`config.mk`:
```
export PLATFORM = sky130hd
export DESIGN_NAME = byte_serial_add_ctrl
export DESIGN_NICKNAME = d
export VERILOG_FILES = /design/src/rtl/bsa_pkg.sv /design/src/rtl/eight_bitadder.sv /design/src/rtl/byte_serial_add_ctrl.sv
export SDC_FILE = /design/constraint.sdc
export NUM_CORES = 1
export LEC_CHECK = 0
export ABC_AREA = 1
export ABC_CLOCK_PERIOD_IN_PS = 6200
export CAP_MARGIN = 20
export CORE_ASPECT_RATIO = 0.7
export CORE_MARGIN = 4
export CORE_UTILIZATION = 50
export CTS_CLUSTER_SIZE = 40
export DETAILED_ROUTE_END_ITERATION = 12
export HOLD_SLACK_MARGIN = 0.12
export PLACE_DENSITY = 0.8
export SLEW_MARGIN = 20
export SYNTH_ARGS = -nofsm -noshare
export SYNTH_HDL_FRONTEND = slang
export SYNTH_SLANG_ARGS = --single-unit
```
`constraint.sdc`:
```
create_clock -name clk -period 6.2 [get_ports clk]
set_input_delay 1.24 -clock clk [delete_from_list [all_inputs] [get_ports clk]]
set_output_delay 1.24 -clock clk [all_outputs]
set_load 0.01 [all_outputs]
```
`src/rtl/bsa_pkg.sv`:
```
// rtl/bsa_pkg.sv - shared state encodings and slice constants for the byte-serial adder
//
// Purpose : common definitions imported by byte_serial_add_ctrl.
// Contents: state_t (ST_IDLE/ST_RUN/ST_DONE), SLICE_W, idx_bits() helper.
package bsa_pkg;

  typedef enum logic [1:0] {
    ST_IDLE = 2'd0,
    ST_RUN  = 2'd1,
    ST_DONE = 2'd2
  } state_t;

  // Width of the shared adder slice; eight_bitadder is built for exactly this.
  localparam int SLICE_W = 8;

  // Bits needed to count n passes. A single-pass build still gets a 1-bit
  // index so the register never collapses to zero width.
  function automatic int idx_bits(input int n);
    return (n > 1) ? $clog2(n) : 1;
  endfunction

endpackage

```
`src/rtl/eight_bitadder.sv`:
```
// rtl/eight_bitadder.sv - combinational 8-bit ripple-carry adder slice
//
// Purpose : one adder pass for the byte-serial controller.
// Ports   : a, b    in  8  addends
//           cin     in  1  carry into bit 0
//           sum     out 8  a + b + cin (low 8 bits)
//           cout    out 1  carry out of bit 7
module eight_bitadder (
  input  logic [7:0] a,
  input  logic [7:0] b,
  input  logic       cin,
  output logic [7:0] sum,
  output logic       cout
);

  logic [8:0] c;

  // Explicit full-adder chain so the slice maps onto the same ripple cell
  // as the unrolled 32-bit adder it replaces.
  always_comb begin
    c    = '0;
    sum  = '0;
    c[0] = cin;
    for (int i = 0; i < 8; i++) begin
      sum[i]   = a[i] ^ b[i] ^ c[i];
      c[i + 1] = (a[i] & b[i]) | (a[i] & c[i]) | (b[i] & c[i]);
    end
  end

  assign cout = c[8];

endmodule

```
`src/rtl/byte_serial_add_ctrl.sv`:
```
// rtl/byte_serial_add_ctrl.sv - WIDTH-bit adder time-multiplexed over one 8-bit slice
//
// Purpose : accepts operands on a valid/ready handshake, adds them LSB slice
//           first over WIDTH/8 cycles with a registered carry, and returns the
//           result on a second valid/ready handshake.
// Ports   : clk          in  1      rising-edge clock
//           rst          in  1      synchronous active-high reset
//           start_valid  in  1      a, b, cin (and sub) are valid
//           start_ready  out 1      controller can accept operands (IDLE only)
//           sub          in  1      subtract mode, only with BSA_SUB_EN defined
//           a, b         in  WIDTH  addends
//           cin          in  1      carry into slice 0
//           res_valid    out 1      sum/cout valid
//           res_ready    in  1      consumer accepts result
//           sum          out WIDTH  registered result
//           cout         out 1      carry out of the top slice
//           busy         out 1      high in RUN or DONE
// Config  : define BSA_SUB_EN to add the sub port (a - b, cout=1 means no borrow).
module byte_serial_add_ctrl
  import bsa_pkg::*;
#(
  parameter int WIDTH = 32,
  parameter int SLICE = SLICE_W
) (
  input  logic             clk,
  input  logic             rst,
  input  logic             start_valid,
  output logic             start_ready,
`ifdef BSA_SUB_EN
  input  logic             sub,
`endif
  input  logic [WIDTH-1:0] a,
  input  logic [WIDTH-1:0] b,
  input  logic             cin,
  output logic             res_valid,
  input  logic             res_ready,
  output logic [WIDTH-1:0] sum,
  output logic             cout,
  output logic             busy
);

  localparam int NSLICE = WIDTH / SLICE;
  localparam int IDXW   = idx_bits(NSLICE);
  localparam int BW     = (WIDTH > 1) ? $clog2(WIDTH) : 1;
  localparam logic [IDXW-1:0] LAST_IDX = IDXW'(NSLICE - 1);

  if ((WIDTH % SLICE) != 0 || WIDTH < SLICE || SLICE != SLICE_W) begin : g_bad_width
    $error("byte_serial_add_ctrl: WIDTH must be a non-zero multiple of the 8-bit slice");
  end

  state_t            state;
  logic [WIDTH-1:0]  a_q;
  logic [WIDTH-1:0]  b_q;
  logic              carry;
  logic [IDXW-1:0]   idx;

  logic [BW-1:0]     base;
  logic [SLICE-1:0]  slice_a;
  logic [SLICE-1:0]  slice_b;
  logic [SLICE-1:0]  slice_sum;
  logic              slice_cout;

  // Operand conditioning at accept time. In subtract mode b is stored
  // inverted and the carry seeded with 1, so RUN is identical for both modes.
  logic [WIDTH-1:0]  b_in;
  logic              carry_in;

`ifdef BSA_SUB_EN
  assign b_in     = sub ? ~b : b;
  assign carry_in = sub ? 1'b1 : cin;
`else
  assign b_in     = b;
  assign carry_in = cin;
`endif

  // Bit offset of the current slice: idx * SLICE.
  assign base    = BW'(idx) << $clog2(SLICE);
  assign slice_a = a_q[base +: SLICE];
  assign slice_b = b_q[base +: SLICE];

  eight_bitadder u_slice (
    .a    (slice_a),
    .b    (slice_b),
    .cin  (carry),
    .sum  (slice_sum),
    .cout (slice_cout)
  );

  // Handshake qualifiers are forced low during reset so nothing upstream
  // sees a ready while the FSM is being cleared.
  assign start_ready = !rst && (state == ST_IDLE);
  assign busy        = !rst && ((state == ST_RUN) || (state == ST_DONE));

  always_ff @(posedge clk) begin
    if (rst) begin
      state     <= ST_IDLE;
      a_q       <= '0;
      b_q       <= '0;
      carry     <= 1'b0;
      idx       <= '0;
      sum       <= '0;
      cout      <= 1'b0;
      res_valid <= 1'b0;
    end else begin
      case (state)
        ST_IDLE: begin
          if (start_valid) begin
            a_q   <= a;
            b_q   <= b_in;
            carry <= carry_in;
            idx   <= '0;
            state <= ST_RUN;
          end
        end

        ST_RUN: begin
          // Slices not yet reached keep the previous result.
          sum[base +: SLICE] <= slice_sum;
          carry              <= slice_cout;
          if (idx == LAST_IDX) begin
            cout      <= slice_cout;
            res_valid <= 1'b1;
            idx       <= '0;
            state     <= ST_DONE;
          end else begin
            idx <= idx + IDXW'(1);
          end
        end

        ST_DONE: begin
          // sum/cout are left untouched on handoff and stay readable.
          if (res_ready) begin
            res_valid <= 1'b0;
            state     <= ST_IDLE;
          end
        end

        default: begin
          res_valid <= 1'b0;
          state     <= ST_IDLE;
        end
      endcase
    end
  end

endmodule
```
==> flow_summary_export.csv, run 1 <==
group,metric,value,unit
finish,n_antenna_cell,0,
logic_synthesis,synthTopCellsByArea,"dfxtp_1, nor2_1, o21ai_0",
placed_design,port_buffers,104,
drt,drt_wl_total,11900,um
drt,drt_first_pass_iters,5,
sta,maxSlewHeadroom,0.4172,
clock_tree,clk_pin_slew_worst_paths,70,ps
logic_synthesis,yosysMostFrequentCell,"nor2_1",
clock_tree,root_buffer,"clkbuf_16",
setup_path,path_common_cell,"fa_1",
global_route,grt_pass1_wl,19580,um
global_route,globalRouteMet1Util,0.3169,
power,powerDensity,413.3,mW/mm2
sta,whs,456.8,ps
setup_path,crit_arrival,5290,ps
clock_tree,cts_tree,"built",
clock_tree,h-tree-depth,3,
global_route,top_usage_layer,"met2",
clock_tree,cts_buffers,9,
worst_hold_path,worstHoldPathType,"reg -> reg",
drt,route.detailed.drc,0,
logic_synthesis,yosysTopAreaCell,"dfxtp_1",
logic_synthesis,ys_ff_latch,103,
die,coreArea,0.009035,mm2
logic_synthesis,yosysWarnings,0,
global_route,grt_overflow,0,
die,dieArea,0.01085,mm2
clock_tree,clock_tree.buffer_depth,2,
finish,nets,785,
drt,vias_per_cell,5.170,
sta,finalCritPeriodShare,0.8189,
logic_synthesis,async_flop_share,0,
setup_path,end_kind,"flip-flop",
global_route,grtUsageTotal,0.2269,
logic_synthesis,avgSynthCellArea,7.487,um2
die,initial_core_util,0.5105,
finish,nFillCells,753,
logic_synthesis,synth_cell_types,28,
sta,finalSetupTns,0,ps
sta,tightest_slew,873.0,ps
global_route,use_met3,0.05048,
setup_path,critPathMaxFanout,31,
logic_synthesis,synth_cells,616,
die,fp-row-count,29,
setup_path,crit_slowest_cell,"dfxtp_1",
logic_synthesis,synth_flop_cell,"dfxtp_1",
placed_design,place_area,0.005635,mm2
clock_tree,holdBufCountCts,0,
clock_tree,cts_setup_buffers,0,
drt,routedWlPerCell,14.39,um
power,peakVddDrop,0.0002085,V
clock_tree,cts_resized,0,
finish,final_area,0.005937,mm2
logic_synthesis,seq_area_frac_synth,0.4471,
sta,drv_slew,0,
sta,finalHoldViolations,0,
sta,max_freq,0.1970,GHz
setup_path,worstPathCellList,"inv_2 > o21ai_0 > o22ai_1 > fa_1 > inv_1 > fa_1 > fa_1 > fa_1 > fa_1 > fa_1 > fa_1 > inv_1 > fa_1 > nand2_1 > nor2_1 > nand2_1 > a21oi_2",
drt,drtIter0Drc,380,
global_route,grt_pass1_vias,4089,
die,ios,105,
status,status,"completed",
setup_path,cp-start-kind,"flip-flop",
logic_synthesis,syn_nets,702,
finish,syn_to_final_growth,28.73,%
sta,rsz0062_at_grt,"false",
placed_design,hpwlAfterDp,8929,um
logic_synthesis,synth_edf_count,0,
logic_synthesis,syn_area,0.004612,mm2
setup_path,worstSetupPathType,"reg -> reg",
die,die_h,88.36,um
sta,setup_violations,0,
setup_path,crit_required,6420,ps
sta,fin_crit,5077,ps
global_route,grt_max_degree,79,
logic_synthesis,synth_top_area_frac,0.4471,
drt,ant_nets,0,
flow_run,maxCapViolCount,0,
finish,post-route-util,0.6571,
power,power,2.454,mW
setup_path,critPathTopFamily,"adder cells",
setup_path,critPathMaxStageDelay,590,ps
drt,vias,4276,
clock_tree,cts_sinks,103,
finish,drive_above_1_share,0.04979,
placed_design,gp_congestion,0.9067,
die,die_w,122.8,um
global_route,grtUsageMet2,0.3525,
power,p_leak,2.284,nW
sta,skew,6.848,ps
global_route,antenna_found_initial,0,
logic_synthesis,synth_common_cells,"nor2_1, dfxtp_1, o21ai_0",
clock_tree,clk_latency,340,ps
setup_path,critPathBufInv,3,
[final timing paths]
check / start / cells after the start / slack, ps / end
worst min register to register: res_valid$_SDFFE_PP0P_ / 2 / 460 / res_valid$_SDFFE_PP0P_
worst max register to register: idx[0]$_SDFFE_PP0P_ / 17 / 1120 / sum[15]$_SDFFE_PP0P_
worst min-delay path: res_valid$_SDFFE_PP0P_ / 2 / 460 / res_valid$_SDFFE_PP0P_
worst max-delay path: idx[0]$_SDFFE_PP0P_ / 17 / 1120 / sum[15]$_SDFFE_PP0P_
[state kept, by name, indices dropped and copies added, names as in the netlist]
name	count
a_q	32
b_q	32
carry	1
cout	1
idx	2
res_valid	1
state	2
sum	32
[power by group]
group	internal (mW)	switching [mW]	total, mW
clock	0.318	0.252	0.570
combinational	0.357	0.606	0.964
sequential	0.814	0.106	0.921
total	1.49	0.965	2.45
[tightest hold or removal path: cells and delay by family (launching register included)]
| kind | cells | cell delay (ps) |
|---|---|---|
| compound gates | 1 | 50 |
| flops | 1 | 310 |
| buf+inv | 1 | 50 |
[cells by family (layout without fill, tap and decap cells)]
kind of cell / count (synthesis) / after routing / share of synthesized area
fa+ha+maj: 17 / 17 / 0.05914
compound gates: 163 / 163 / 0.1796
flops: 103 / 103 / 0.4471
buf+inv: 67 / 154 / 0.06972
simple gates: 266 / 266 / 0.2444
[routing by layer]
metal	wire, um	vias to the layer above	share of wire
met5	0	-	0
met4	194	0	0.016
met3	816	19	0.069
met2	5284	154	0.44
met1	5604	1941	0.47
li1	-	2162	-
[per-stage QoR]
step / setup WS [ps] / std cells
6_report: 1123 / 827
5_1_grt: 848.5 / 827
4_1_cts: 1166 / 827
3_5_place_dp: 1199 / 812
3_3_place_gp: 1362 / 812
2_1_floorplan: 1903 / 616
[placed cells by master (no fill, tap or decap)]
cell	synthesis	routed
nor2_2	1	1
nor3_1	6	6
o22ai_1	4	4
dfxtp_1	103	103
clkinv_1	1	1
nand3b_1	8	8
clkbuf_16	0	9
inv_8	0	1
bufinv_16	0	1
a21oi_2	2	2
clkdlybuf4s50_1	0	104
inv_2	3	3
clkinv_4	0	2
buf_4	4	4
nand2_1	74	74
o21ai_0	97	97
fa_1	8	8
ha_1	9	9
inv_4	1	1
inv_6	0	2
nor2_4	2	2
nand3_1	15	15
o21ai_1	2	2
nand2_2	3	3
a21oi_1	58	58
nand2_4	2	2
nor2_8	2	2
nor2_1	153	153
inv_1	26	26
[final cells by class]
cell class              count  area, um2  share of cell area
inverters                  31      118.9             0.02002
multi-input cells         446       2228              0.3753
clock inverters             6      76.32             0.01286
repair buffers            108       1071              0.1804
flip-flops and latches    103       2062              0.3473
clock buffers               9      225.2             0.03793
well taps                 124      155.1             0.02613
(Power assumes the default switching activity.)
==> run 2, diff against run 1 <==
Settings changed: ABC_CLOCK_PERIOD_IN_PS 6200 to 4710.
Clock period 6.2 ns to 4.71 ns, I/O delays scaled along.
==> flow_summary_export.csv, run 2 (same netlist as run 1, synthesis figures left out) <==
group,metric,value,unit
global_route,grt_pass1_wl,20040,um
setup_path,rr_worst_depth,16,
worst_hold_path,hp-start,"a_q[6]$_SDFFE_PP0P_",
die,ios,105,
clock_tree,cts_resized,0,
flow_run,maxCapViolCount,0,
clock_tree,root_buffer,"clkbuf_16",
finish,syn_to_final_growth,29.63,%
global_route,grt_pass1_vias,4153,
clock_tree,h-tree-depth,3,
clock_tree,holdBufCountCts,0,
setup_path,worstSetupPathType,"reg -> reg",
drt,vias,4283,
drt,vias_per_cell,5.148,
setup_path,path_common_cell,"fa_1",
setup_path,critPathMaxStageDelay,450,ps
power,power,3.264,mW
die,coreArea,0.009035,mm2
setup_path,end_kind,"flip-flop",
finish,final_common_cell,"nor2_1",
die,initial_core_util,0.5105,
sta,fin_crit,4428,ps
drt,ant_nets,0,
finish,nets,790,
die,dieArea,0.01085,mm2
clock_tree,cts_tree,"built",
power,powerDensity,546.0,mW/mm2
finish,largestRegisters,"a_q (32), b_q (32), sum (32)",
clock_tree,clk_pin_slew_worst_paths,60,ps
sta,skew,12.18,ps
setup_path,worstPathCellList,"buf_4 > nand2_1 > o21ai_0 > a21oi_1 > fa_1 > fa_1 > fa_1 > fa_1 > fa_1 > fa_1 > inv_1 > fa_1 > nand2_1 > nor2_1 > nand2_1 > a21oi_1",
worst_hold_path,min_to,"a_q[6]$_SDFFE_PP0P_",
die,fp-row-count,29,
sta,setup_violations,0,
global_route,grtUsageTotal,0.2343,
drt,drt_wl_total,12030,um
sta,finalSetupTns,0,ps
finish,drive_above_1_share,0.05226,
drt,route.detailed.drc,0,
sta,finalCritPeriodShare,0.9402,
finish,n_antenna_cell,0,
worst_hold_path,worstHoldPathType,"reg -> reg",
worst_hold_path,whs_path_depth,2,
setup_path,r2r_end,"sum[31]$_SDFFE_PP0P_",
setup_path,critPathTopFamily,"adder cells",
sta,drv_slew,0,
global_route,antenna_found_initial,0,
sta,finalHoldViolations,0,
placed_design,gp_congestion,0.8430,
clock_tree,clk_latency,350,ps
setup_path,critPathMaxFanout,30,
setup_path,crit_slowest_cell,"dfxtp_1",
sta,max_freq,0.2258,GHz
setup_path,crit_arrival,4640,ps
setup_path,rrSetupSlack,280,ps
status,status,"completed",
clock_tree,clock_tree.buffer_depth,2,
setup_path,critPathBufInv,2,
drt,drt_first_pass_iters,5,
die,die_w,122.8,um
finish,nFillCells,772,
placed_design,port_buffers,104,
drt,drtIter0Drc,318,
drt,routedWlPerCell,14.45,um
sta,rsz0062_at_grt,"false",
clock_tree,cts_buffers,9,
finish,mostFrequentLayoutCells,"nor2_1, clkdlybuf4s50_1, dfxtp_1",
setup_path,crit_required,4920,ps
placed_design,hpwlAfterDp,9035,um
setup_path,regToRegStartpoint,"idx[0]$_SDFFE_PP0P_",
global_route,grt_overflow,0,
clock_tree,cts_setup_buffers,0,
global_route,grt_max_degree,70,
sta,tightest_slew,848.5,ps
power,peakVddDrop,0.0002239,V
clock_tree,cts_sinks,103,
power,p_leak,2.306,nW
sta,maxSlewHeadroom,0.4343,
die,die_h,88.36,um
setup_path,cp-start-kind,"flip-flop",
-- run 2: worst max path at each step --
stage	start	endpoint	slack, ps	cells after the start
global placement	idx[0]$_SDFFE_PP0P_	sum[15]$_SDFFE_PP0P_	450	17
floorplan	idx[0]$_SDFFE_PP0P_	sum[15]$_SDFFE_PP0P_	410	18
finish	idx[0]$_SDFFE_PP0P_	sum[31]$_SDFFE_PP0P_	280	16
global route	idx[0]$_SDFFE_PP0P_	sum[31]$_SDFFE_PP0P_	9	16
detailed placement	idx[0]$_SDFFE_PP0P_	sum[31]$_SDFFE_PP0P_	350	16
CTS	idx[0]$_SDFFE_PP0P_	sum[31]$_SDFFE_PP0P_	310	16
-- run 2: area by class of cell --
| class | instances | area, um2 | area share |
|---|---|---|---|
| Multi-Input combinational cell | 446 | 2228 | 0.3728 |
| Sequential cell | 103 | 2062 | 0.3449 |
| Timing Repair Buffer | 113 | 1109 | 0.1854 |
| Clock buffer | 12 | 236.5 | 0.03956 |
| Tap cell | 124 | 155.1 | 0.02595 |
| Inverter | 31 | 118.9 | 0.01988 |
| Clock inverter | 3 | 68.82 | 0.01151 |
-- run 2: report_power, final --
group / internal (mW) / total [mW] / switching [mW]
Combinational: 0.485 / 1.31 / 0.821
Clock: 0.464 / 0.768 / 0.304
Sequential: 1.07 / 1.19 / 0.118
Total: 2.02 / 3.26 / 1.24
-- run 2: tightest hold or removal path, delay by kind of cell, from the launching register on --
family,cells,cell delay (ps)
buf+inv,1,60
flops,1,300
compound gates,1,60
-- run 2: per-layer routing --
layer  vias up  GRT usage  wire length [um]
met3        13    0.04728               735
met4         0    0.06911               151
li1       2166          -                 -
met1      1966     0.3351              5825
met5         -          0                 0
met2       138     0.3609              5312
-- run 2: through the flow --
stage | setup slack, ps | area (um2) | util | hold slack (ps) | std cells
floorplan | 412.8 | 4612 | - | 423.8 | 616
global placement | 454.0 | 5673 | 0.6279 | 438.1 | 817
detailed placement | 349.8 | 5673 | 0.6279 | 454.6 | 817
CTS | 315.0 | 5978 | 0.6617 | 462.7 | 832
global route | 8.511 | 5978 | 0.6617 | 469.4 | 832
finish | 281.7 | 5978 | 0.6617 | 462.9 | 832
==> run 3, diff against run 2 <==
Settings changed: ABC_AREA 1 to not set.
==> flow_summary_export.csv, run 3 <==
group,metric,value,unit
logic_synthesis,async_flop_share,0,
placed_design,gp_congestion,0.8262,
worst_hold_path,whs_path_depth,2,
sta,finalCritPeriodShare,0.9511,
drt,drt_wl_total,11720,um
drt,routedWlPerCell,16.19,um
clock_tree,cts_resized,0,
logic_synthesis,ys_ff_latch,103,
sta,worst_slack,230.3,ps
setup_path,regToRegStartpoint,"idx[1]$_SDFFE_PP0P_",
die,die_h,87.09,um
die,initial_core_util,0.5206,
power,pwr-share-seq,0.458,
logic_synthesis,synth_cells,515,
logic_synthesis,syn_area,0.004468,mm2
setup_path,r2r_end,"sum[15]$_SDFFE_PP0P_",
finish,final_area,0.005891,mm2
drt,vias_per_cell,5.477,
logic_synthesis,yosysTopAreaCell,"dfxtp_1",
die,die_w,121.0,um
placed_design,place_area,0.005548,mm2
die,dieArea,0.01054,mm2
clock_tree,cts_sinks,103,
power,powerDensity,350.1,mW/mm2
finish,syn_to_final_growth,31.84,%
status,status,"completed",
clock_tree,cts_buffers,9,
sta,rsz0062_at_grt,"false",
setup_path,rrSetupSlack,230,ps
drt,ant_nets,0,
sta,skew,11.08,ps
clock_tree,cts_tree,"built",
worst_hold_path,hp-start,"sum[5]$_SDFFE_PP0P_",
finish,final_common_cell,"nand2_1",
power,peakVddDrop,0.0002012,V
logic_synthesis,synthTopCellsByArea,"dfxtp_1, nand2_1, a21oi_1",
logic_synthesis,syn_nets,601,
setup_path,cp-start-kind,"flip-flop",
logic_synthesis,synth_flop_cell,"dfxtp_1",
logic_synthesis,synth_top_area_frac,0.4615,
clock_tree,holdBufCountCts,0,
clock_tree,cts_setup_buffers,0,
global_route,grt_max_degree,100,
sta,finalSetupTns,0,ps
setup_path,worstSetupPathType,"reg -> reg",
logic_synthesis,synth_edf_count,0,
clock_tree,clock_tree.buffer_depth,2,
placed_design,hpwlAfterDp,8416,um
drt,drt_first_pass_iters,5,
worst_hold_path,min_to,"sum[5]$_SDFFE_PP0P_",
sta,max_freq,0.2232,GHz
placed_design,port_buffers,104,
drt,route.detailed.drc,0,
setup_path,crit_arrival,4670,ps
global_route,grt_pass1_vias,3731,
drt,drtIter0Drc,335,
sta,tightest_slew,992.6,ps
global_route,grt_overflow,0,
logic_synthesis,yosysWarnings,0,
die,coreArea,0.008583,mm2
finish,nets,684,
sta,finalHoldViolations,0,
setup_path,rr_worst_depth,13,
clock_tree,clk_latency,350,ps
sta,fin_crit,4480,ps
logic_synthesis,synth_cell_types,32,
sta,maxSlewHeadroom,0.3383,
finish,instances_no_fill,724,
power,swShare,0.2569,
finish,drive_above_1_share,0.06965,
sta,drv_slew,0,
placed_design,pre_cts_ws,271.2,ps
logic_synthesis,seq_area_frac_synth,0.4615,
flow_run,maxCapViolCount,0,
power,combPwrFrac,0.142,
die,ios,105,
setup_path,end_kind,"flip-flop",
drt,vias,3965,
global_route,grtUsageTotal,0.2259,
worst_hold_path,worstHoldPathType,"reg -> reg",
clock_tree,h-tree-depth,3,
sta,setup_violations,0,
power,internal_power,1.533,mW
die,fp-row-count,28,
clock_tree,root_buffer,"clkbuf_16",
setup_path,critPathMaxFanout,11,
logic_synthesis,synth_common_cells,"nand2_1, dfxtp_1, a21oi_1",
logic_synthesis,avgSynthCellArea,8.676,um2
global_route,grt_pass1_wl,18810,um
clock_tree,clk_pin_slew_worst_paths,70,ps
placed_design,dp_cells,707,
power,p_leak,2.137,nW
global_route,antenna_found_initial,1,
finish,mostFrequentLayoutCells,"nand2_1, dfxtp_1, clkdlybuf4s50_1",
finish,largestRegisters,"a_q (32), b_q (32), sum (32)",
logic_synthesis,yosysMostFrequentCell,"nand2_1",
power,pwr-share-clk,0.400,
power,p_switching,0.5297,mW
setup_path,crit_required,4900,ps
[run 3: changes by cell type after synthesis, moves of 8 or more]
cell,previous run,this run
nor2_1,153,22
o21ai_0,97,2
nand2_1,74,149
a21oi_1,58,83
mux4_2,0,16
or3_1,0,13
nand3_1,15,3
a22oi_1,0,11
clkbuf_1,14,23
nand3b_1,8,0
[run 3: cells by family (layout without fill, tap and decap cells)]
group / Yosys count / after routing / share of synthesized area
AND/OR/NAND/NOR: 209 / 209 / 0.2022
AO/OA/AOI/OAI: 111 / 111 / 0.1417
flip-flops: 103 / 103 / 0.4615
buffers and inverters: 58 / 146 / 0.05069
adder cells (fa/ha/maj): 17 / 17 / 0.06105
multiplexers: 17 / 17 / 0.08289
other: 0 / 1 / 0
[run 3: power by group through the flow]
stage / logic, mW / clock network (mW) / registers [mW]
6_report: 0.292 / 0.826 / 0.944
5_1_grt: 0.323 / 0.873 / 0.948
4_1_cts: 0.292 / 0.829 / 0.944
3_5_place_dp: 0.289 / 0 / 0.963
3_3_place_gp: 0.280 / 0 / 0.961
2_1_floorplan: 0.176 / 0 / 0.953
[run 3: layout make-up]
class / count / area [um2]
Clock buffer: 9 / 225.2
Multi-Input combinational cell: 354 / 2190
Fill cell: 685 / 2693
Clock inverter: 7 / 108.9
Timing Repair Buffer: 109 / 1074
Sequential cell: 103 / 2062
Inverter: 21 / 78.83
Antenna cell: 1 / 2.502
Tap cell: 120 / 150.1
[run 3: critical path, cell delays in order, from the launching register on]
cell	delay [ps]
dfxtp_1	590
mux4_2	300
fa_1	180
inv_1	50
fa_1	370
fa_1	390
fa_1	400
fa_1	400
fa_1	390
fa_1	360
inv_1	80
fa_1	480
a32oi_1	270
nor2_1	70
[run 3: worst max path at each step]
| stage | startpoint | to | cells after the start | slack, ps |
|---|---|---|---|---|
| floorplan | idx[1]$_SDFFE_PP0P_ | sum[7]$_SDFFE_PP0P_ | 16 | 200 |
| global placement | idx[1]$_SDFFE_PP0P_ | sum[7]$_SDFFE_PP0P_ | 14 | 360 |
| detailed placement | idx[1]$_SDFFE_PP0P_ | sum[7]$_SDFFE_PP0P_ | 14 | 270 |
| CTS | idx[1]$_SDFFE_PP0P_ | sum[7]$_SDFFE_PP0P_ | 14 | 240 |
| global route | idx[1]$_SDFFE_PP0P_ | sum[15]$_SDFFE_PP0P_ | 13 | 30 |
| finish | idx[1]$_SDFFE_PP0P_ | sum[15]$_SDFFE_PP0P_ | 13 | 230 |
[run 3: metal layers]
layer  part of all wire  wire length, um  up-vias  global-route usage
met4              0.018              212        0             0.07407
met5                  0                0        -                   0
met1               0.46             5354     1880              0.3115
li1                   -                -     1908                   -
met3              0.070              817       24             0.06494
met2               0.46             5335      153              0.3448
[run 3: per-stage QoR]
stage                 util  hold WS, ps  total power [mW]
floorplan                -        433.1             1.129
global placement    0.6464        440.0             1.241
detailed placement  0.6464        445.2             1.252
CTS                 0.6853        454.9             2.065
global route        0.6863        469.1             2.143
finish              0.6863        455.5             2.062
